## src/rtl/axis_ask_uart_rx_wrapper.sv

```systemverilog
// axis_ask_uart_rx_wrapper: decodes a 2-bit ASK symbol stream (11 mark, 01 space,
// 00 no carrier, 10 invalid) into 8N1 bytes and queues them in a first-word-fall-through
// FIFO behind an AXI-Stream master port.
// Build option: define ASK_RX_MAJORITY_EN to replace each single sample with a 2-of-3
// vote over the cycles around the nominal sample point (one extra clock of latency).
module axis_ask_uart_rx_wrapper #(
  parameter int unsigned clkdiv_rx = 100,
  parameter int unsigned RX_SIZE   = 4
) (
  input  logic       clk,
  input  logic       rst_n,
  input  logic [1:0] ask_rx,
  output logic [7:0] o_tdata,
  output logic       o_tvalid,
  input  logic       o_tready,
  output logic       o_frame_err,
  output logic       o_overflow
);

  localparam int unsigned   DEPTH   = 1 << RX_SIZE;
  localparam logic [16:0]   MID_C   = 17'(clkdiv_rx / 2);
  localparam logic [16:0]   LAST_C  = 17'(clkdiv_rx - 1);
  localparam logic [RX_SIZE:0] DEPTH_C = (RX_SIZE + 1)'(DEPTH);
`ifdef ASK_RX_MAJORITY_EN
  // The vote resolves one cycle after the nominal point, so the next bit starts at 1
  // to keep the bit period at clkdiv_rx.
  localparam logic [16:0]   RESTART_C = 17'd1;
`else
  localparam logic [16:0]   RESTART_C = 17'd0;
`endif

  typedef enum logic [1:0] {IDLE, START, DATA, STOP} state_e;

  state_e        state_q, state_d;
  logic [1:0]    sync1_q, sync2_q, sym;
  logic [1:0]    vld_q;
  logic          armed_q;
  logic [16:0]   cnt_q, cnt_d, samp_pt;
  logic [2:0]    bit_q, bit_d;
  logic [7:0]    shift_q, shift_d;
  logic          err_q, err_d;
  logic          eval;
  logic [1:0]    samp;
  logic          push, bad;
  logic [7:0]    mem_q [DEPTH];
  logic [RX_SIZE:0] wr_q, rd_q, count;
  logic          full, pop;
  logic          ferr_q, ovf_q;

  assign sym     = sync2_q;
  assign samp_pt = (state_q == START) ? MID_C : LAST_C;

  // Two-flop synchroniser; a start is only accepted once the real line has been seen away from 01
  always_ff @(posedge clk or negedge rst_n) begin
    if (!rst_n) begin
      sync1_q <= 2'b11;
      sync2_q <= 2'b11;
      vld_q   <= '0;
      armed_q <= 1'b0;
    end else begin
      sync1_q <= ask_rx;
      sync2_q <= sync1_q;
      vld_q   <= {vld_q[0], 1'b1};
      if (vld_q[1] && (sync2_q != 2'b01)) armed_q <= 1'b1;
    end
  end

`ifdef ASK_RX_MAJORITY_EN
  logic [1:0] v0_q, v1_q;

  // Capture the two symbols preceding the vote cycle
  always_ff @(posedge clk or negedge rst_n) begin
    if (!rst_n) begin
      v0_q <= 2'b11;
      v1_q <= 2'b11;
    end else begin
      if (cnt_q == samp_pt - 17'd1) v0_q <= sym;
      if (cnt_q == samp_pt)         v1_q <= sym;
    end
  end

  assign eval = (cnt_q == samp_pt + 17'd1);
  assign samp = (v0_q & v1_q) | (v0_q & sym) | (v1_q & sym);
`else
  assign eval = (cnt_q == samp_pt);
  assign samp = sym;
`endif

  // Receiver state, bit timing and shift register
  always_ff @(posedge clk or negedge rst_n) begin
    if (!rst_n) begin
      state_q <= IDLE;
      cnt_q   <= '0;
      bit_q   <= '0;
      shift_q <= '0;
      err_q   <= 1'b0;
    end else begin
      state_q <= state_d;
      cnt_q   <= cnt_d;
      bit_q   <= bit_d;
      shift_q <= shift_d;
      err_q   <= err_d;
    end
  end

  // Frame decoding: start validation, LSB-first data, stop check
  always_comb begin
    state_d = state_q;
    cnt_d   = cnt_q + 17'd1;
    bit_d   = bit_q;
    shift_d = shift_q;
    err_d   = err_q;
    push    = 1'b0;
    bad     = 1'b0;
    unique case (state_q)
      IDLE: begin
        cnt_d = '0;
        if (armed_q && (sym == 2'b01)) begin
          state_d = START;
          err_d   = 1'b0;
        end
      end
      START: begin
        if (eval) begin
          if (samp != 2'b01) begin
            state_d = IDLE;
          end else begin
            state_d = DATA;
            cnt_d   = RESTART_C;
            bit_d   = '0;
          end
        end
      end
      DATA: begin
        if (eval) begin
          shift_d = {samp[1], shift_q[7:1]};
          if (!samp[0]) err_d = 1'b1;
          cnt_d = RESTART_C;
          if (bit_q == 3'd7) state_d = STOP;
          else               bit_d   = bit_q + 3'd1;
        end
      end
      STOP: begin
        if (eval) begin
          state_d = IDLE;
          if ((samp == 2'b11) && !err_q) push = 1'b1;
          else                           bad  = 1'b1;
        end
      end
      default: state_d = IDLE;
    endcase
  end

  assign count    = wr_q - rd_q;
  assign full     = (count == DEPTH_C);
  assign o_tvalid = (wr_q != rd_q);
  assign pop      = o_tvalid & o_tready;
  assign o_tdata  = mem_q[rd_q[RX_SIZE-1:0]];

  // FIFO storage and pointers; a push into a full FIFO is dropped even if a pop coincides
  always_ff @(posedge clk or negedge rst_n) begin
    if (!rst_n) begin
      for (int unsigned i = 0; i < DEPTH; i++) mem_q[i] <= '0;
      wr_q   <= '0;
      rd_q   <= '0;
      ferr_q <= 1'b0;
      ovf_q  <= 1'b0;
    end else begin
      if (push && !full) begin
        mem_q[wr_q[RX_SIZE-1:0]] <= shift_q;
        wr_q <= wr_q + 1'b1;
      end
      if (pop) rd_q <= rd_q + 1'b1;
      ferr_q <= bad;
      ovf_q  <= push & full;
    end
  end

  assign o_frame_err = ferr_q;
  assign o_overflow  = ovf_q;

endmodule

```

## config.mk

```make
export PLATFORM = sky130hd
export DESIGN_NAME = axis_ask_uart_rx_wrapper
export DESIGN_NICKNAME = d
export VERILOG_FILES = /design/src/rtl/axis_ask_uart_rx_wrapper.sv
export SDC_FILE = /design/constraint.sdc
export NUM_CORES = 1
export LEC_CHECK = 0
export BUFFER_PORTS_ARGS = -buffer_cell sky130_fd_sc_hd__buf_4
export CORE_MARGIN = 3
export CORE_UTILIZATION = 28
export CTS_BUF_LIST = sky130_fd_sc_hd__clkbuf_8
export CTS_CLUSTER_DIAMETER = 50
export DETAILED_ROUTE_END_ITERATION = 8
export GPL_TIMING_DRIVEN = 0
export PLACE_DENSITY_LB_ADDON = 0.08
export SYNTH_ARGS = -nofsm -noshare
export SYNTH_HDL_FRONTEND = slang
export SYNTH_SLANG_ARGS = --single-unit
```

## constraint.sdc

```tcl
create_clock -name clk -period 4.2 [get_ports clk]
set_input_delay 0.63 -clock clk [delete_from_list [all_inputs] [get_ports clk]]
set_output_delay 0.63 -clock clk [all_outputs]
set_load 0.01 [all_outputs]
```

# ---- Word-level counts from Yosys, hierarchy flattened
# Index checks and enable logic that the tools add are counted.
# Widths: inputs -> output; s select.
dict set report totals {
  in_bits 5
  reg_bits 178
  out_inout_bits 11
  elab_cells 106
}
dict set report op_classes {
  n_lt_le_gt_ge 3
  n_addsub 5
  bitwise_logic 4
  n_eq_ne 18
  reduce_logical 14
  mux 33
}
# cell count
set ops {}
lappend ops {{$bwmux 128} 1}
lappend ops {{$mux 17} 3}
lappend ops {{$pmux 17 s3} 1}
lappend ops {{$bmux 8 s4} 1}
lappend ops {{$demux 8 s4} 1}
lappend ops {{$mux 8} 3}
lappend ops {{$add 17x1->17 const B} 1}
lappend ops {{$eq 17x7->1} 1}
lappend ops {{$ne 2x2->1 const B} 8}
lappend ops {{$mux 2} 6}
lappend ops {{$mux 3} 4}
lappend ops {{$add 5x1->5 const B} 2}
lappend ops {{$ge 5x5->1 const B} 2}
lappend ops {{$not 4->5} 2}
lappend ops {{$reduce_and 5->1} 2}
lappend ops {{$mux 1} 9}
lappend ops {{$pmux 2 s4} 1}
lappend ops {{$mux 7} 1}
lappend ops {{$eq 2x2->1 const B} 3}
lappend ops {{$pmux 3 s2} 1}
lappend ops {{$eq 5x5->1 const B} 1}
lappend ops {{$logic_and 1x1->1} 5}
lappend ops {{$lt 5x1->1 const B} 1}
lappend ops {{$ne 5x5->1} 1}
lappend ops {{other kinds (12)} 16}

# ---- Logic depth before layout (Yosys ltp)
dict set report depth {
  word_depth 6
  depth_mapped 10
  depth_no_buf 8
}

# ---- Least setup slack after synthesis
# No wires, ideal clock.
dict set report synth_path {
  path_kind {reg-to-reg}
  start {register rd_q[2]}
  end {register mem_q[10] (netlist name)}
  setup_slack_ns 0.847
  required_time_ns 4.075
  stages_incl_launch_ff 11
  period_less_slack_ns 3.353
  setup_ns 0.125
  path_buffers 3
  arrival_time_ns 3.228
  cell_sequence {dfrtp_1 -> clkbuf_1 -> clkbuf_1 -> clkinv_1 -> ha_1 -> o21a_1 -> o21a_1 -> o22ai_1 -> buf_1 -> nand4_4 -> mux2_2}
}
dict set report synth_between {
  elab_chain_cells 4
}
# item line_no
set synth_rtl {}
lappend synth_rtl {{start: declaration} 46} ;# logic [RX_SIZE:0] wr_q, rd_q, count;
lappend synth_rtl {{start signal: assignment} 173} ;# if (pop) rd_q <= rd_q + 1'b1;
lappend synth_rtl {{$sub 5x5->5} 154} ;# assign count = wr_q - rd_q;
lappend synth_rtl {{$eq 5x5->1} 155} ;# assign full = (count == DEPTH_C);
lappend synth_rtl {{$logic_not 1->1} 169} ;# if (push && !full) begin
lappend synth_rtl {{$logic_and 1x1->1} 169}
lappend synth_rtl {{end signal: indexed assignment} 170} ;# mem_q[wr_q[RX_SIZE-1:0]] <= shift_q;
lappend synth_rtl {{end: declaration} 45} ;# logic [7:0] mem_q [DEPTH];
# No other way between the ends.
# A chain may end at the register's enable or synchronous reset.

# ---- Final worst setup path
dict set report layout_path {
  start {register rd_q[2]}
  end {register mem_q[1] (netlist name)}
}
# Same word-level chain as after synthesis.

==> summary.txt <==
Detailed routing
  – Vias/cell: roughly 4.7
  – Starting DRC count in detailed routing: 205
  – Routed Antenna Nets: 0
  – Routed wire length: 20700 µm
  – Vias post-DR: between 4000 and 5000
  – Drt wl/cell: 20.0 µm
  – DR pass1 iterations: 4
  – Final routed DRC violation total: 0

Final layout
  – Area delta synth->final: 12.2%
  – NumNets Final: 650
  – Ant. Diodes: 0
  – Final Util: 0.320
  – Most common cell after layout, fill and taps aside: dfrtp_1
  – Final instance area: roughly 0.0095 mm²
  – Post-Layout Cell Count: approximately 1000
  – Commonest cells after routing, fill and taps aside: dfrtp_1 (174), mux2_2 (130), nand2_1 (47)
  – Proportion of layout cells with a drive suffix above 1: 0.392

Critical path
  – CP max stage cell: dfrtp_1
  – Critical path class: reg2reg
  – Critical path cell sequence: clkbuf_2 -> clkinv_1 -> ha_1 -> xnor2_1 -> a2111oi_0 -> o22ai_1 -> buf_4 -> nand4_4 -> mux2_4
  – Data required, critical path: 4.56 ns
  – Worst Setup End Kind: flop
  – Critical Path AT: 4.21 ns
  – CP Buf/Inv Count: 3
  – CP max FO: 10
  – CP top delay family: buffers and inverters
  – Max incr delay on CP: around 0.74 ns
  – Crit start category: flop

Synth
  – Warnings, synthesis: 0
  – Syn_nets: roughly 620
  – Avg Inst Size Synth: 14.2 µm²
  – Seq/Total Area, Yosys: 0.526
  – EDFF count, synth: 0
  – Post-synth ARST share: 1.00
  – Synth Flop Type: dfrtp_1
  – Syn Inst Count: ~600
  – Count of cell types in the netlist: 50
  – Number of synthesized register bits: between 150 and 200
  – Synth Cell Area: 0.00848 mm²

Place
  – Gpl congestion: 0.715
  – PortBufs: 15
  – Post-Place Cell Area: approximately 0.009 mm²
  – Dpl ws: -0.711 ns
  – Post-DP HPWL: between 10000 and 15000 µm
  – Total placed cells including tap cells: approximately 1000

Global routing
  – Largest net degree at the start of global routing: 103
  – First-pass GRT wire length: between 30000 and 40000 µm
  – Initial antenna violation count: 0
  – Total GRT Usage: 0.135
  – Vias in the first global route: between 5000 and 6000
  – Remaining Overflow, GRT: 0

CTS
  – Cts hold-fix bufs: 0
  – Worst-path clk slew: approximately 0.11 ns
  – Cts bufs inserted: 17
  – CTS sink count: about 180
  – Post-CTS setup buffer count: 0
  – H-tree depth: 4
  – Bufs on Longest Clock Path: 2
  – Clock tree from TritonCTS: built
  – Worst skew pair latency: around 0.48 ns
  – CTS root buffer: clkbuf_8

STA
  – Unrepaired setup endpoints after global routing: no
  – Setup TNS: 0 ns
  – Hold Violations, Final: 0
  – Actual slew at the worst max-slew pin: just over 0.8 ns
  – Max Slew Vio Count: 0
  – FMAX: roughly 260 MHz
  – Final worst slack: 0.359 ns
  – Final Cycle Share: 0.915
  – WHS: 0.0806 ns
  – Clk_skew: 0.0159 ns
  – Final min period: between 3 and 4 ns
  – Max_slew headroom: 0.457
  – Final setup viols: 0

Floorplan
  – Initial Util: 0.285
  – Core ar.: between 0.02 and 0.03 mm²
  – FP Rows: 63
  – Die area: between 0.03 and 0.04 mm²
  – Die Ht: 180 µm
  – IO Pins: 16
  – Horiz. Die Dim: ~180 µm

Status
  – Status: finished, final reports clean

Pwr
  – P_leak: around 4.3 nW
  – Total design power: 4.12 mW
  – Power per cell area: 433 mW/mm²
  – Worst ir drop on vdd: 0.000241 V

Worst hold path
  – HP Class: in2async

Flow run
  – Max Cap Viol: 0
==> layout make-up <==
cell class / count / area (µm²)
Sequential cell: 178 / 4460
Timing Repair Buffer: 16 / 148
Buffer: 31 / 156
Clock inverter: 15 / 168
Tap cell: 390 / 488
Multi-Input combinational cell: 378 / 3820
Inverter: 11 / 41.3
Fill cell: 2960 / 20200
Clock buffer: 17 / 234
==> synthesized netlist by cell type (2+ instances only) <==
master    instances  area share
dfstp_2           4       0.012
nor2_1           26       0.012
nand4_4          16       0.040
buf_4             2      0.0018
clkbuf_1         22      0.0097
ha_1             12       0.018
xnor2_1          15       0.015
nor3_1            3      0.0018
xor2_1           10       0.010
o21a_1            2      0.0018
a21oi_1           3      0.0018
buf_1             2     0.00089
o21ai_0           4      0.0024
mux2_2          130        0.17
and2_1            5      0.0037
nor4b_1           2      0.0021
buf_2             3      0.0018
inv_1             9      0.0040
nor4_1            2      0.0015
nand2_1          47       0.021
clkinv_1          2     0.00089
nand2b_1          2      0.0015
o22ai_1           2      0.0015
and3_1            9      0.0066
mux2_4            8       0.014
mux4_2           32       0.085
nor2b_1           5      0.0037
dfrtp_1         174        0.51
and4_1            2      0.0021
nand3_1          10      0.0059
nand4_1           8      0.0059
a31oi_1           8      0.0059
==> power breakdown <==
| group | total (mW) | internal [mW] | switching (mW) |
|---|---|---|---|
| Sequential | 1.88 | 1.78 | 0.0968 |
| Combinational | 1.00 | 0.372 | 0.632 |
| Clock | 1.24 | 0.501 | 0.736 |
| Total | 4.12 | 2.65 | 1.46 |
==> worst paths after layout <==
| check | start | end | slack (ns) | depth (start not counted) |
|---|---|---|---|---|
| max in group asynchronous | rst_n | samp[1] | 3.17 | 2 |
| worst max-delay path | rd_q[2] | mem_q[1] | 0.36 | 9 |
| worst min register to register | sync1_q[1] | samp[1] | 0.36 | 0 |
| min in group clk | ask_rx[1] | sync1_q[1] | 0.26 | 1 |
| worst max register to register | rd_q[2] | mem_q[1] | 0.36 | 9 |
| worst min-delay path | rst_n | mem_q[5] | 0.08 | 1 |
==> timing repair <==
item | 4_1_cts | 5_1_grt
resized for setup | 3 | 0
pin swaps | 0 | 0
endpoints found under the setup margin | 136 | 130
==> sequential cells by signal, summed over array words and instances (netlist names), 3 cells and up, named ones only <==
signal	count
mem_q	128
wr_q	5
cnt_q	17
bit_q	3
shift_q	8
rd_q	5
==> metal layers <==
metal | vias up | GRT usage | part of all wire
li1 | 2237 | - | -
met1 | 2610 | 0.178 | 0.46
met2 | 45 | 0.227 | 0.50
met3 | 18 | 0.0301 | 0.024
met4 | 0 | 0.0329 | 0.012
met5 | - | 0 | 0
==> kinds of logic after synthesis <==
kind of cell / count (synthesis) / share of synthesized area
buf+inv: 43 / 0.0233
other cells: 1 / 0.000442
mux: 171 / 0.273
fa+ha+maj: 12 / 0.0177
xor+xnor: 25 / 0.0258
simple gates: 144 / 0.115
flops: 178 / 0.526
compound gates: 25 / 0.0187
(Power assumes the default switching activity.)
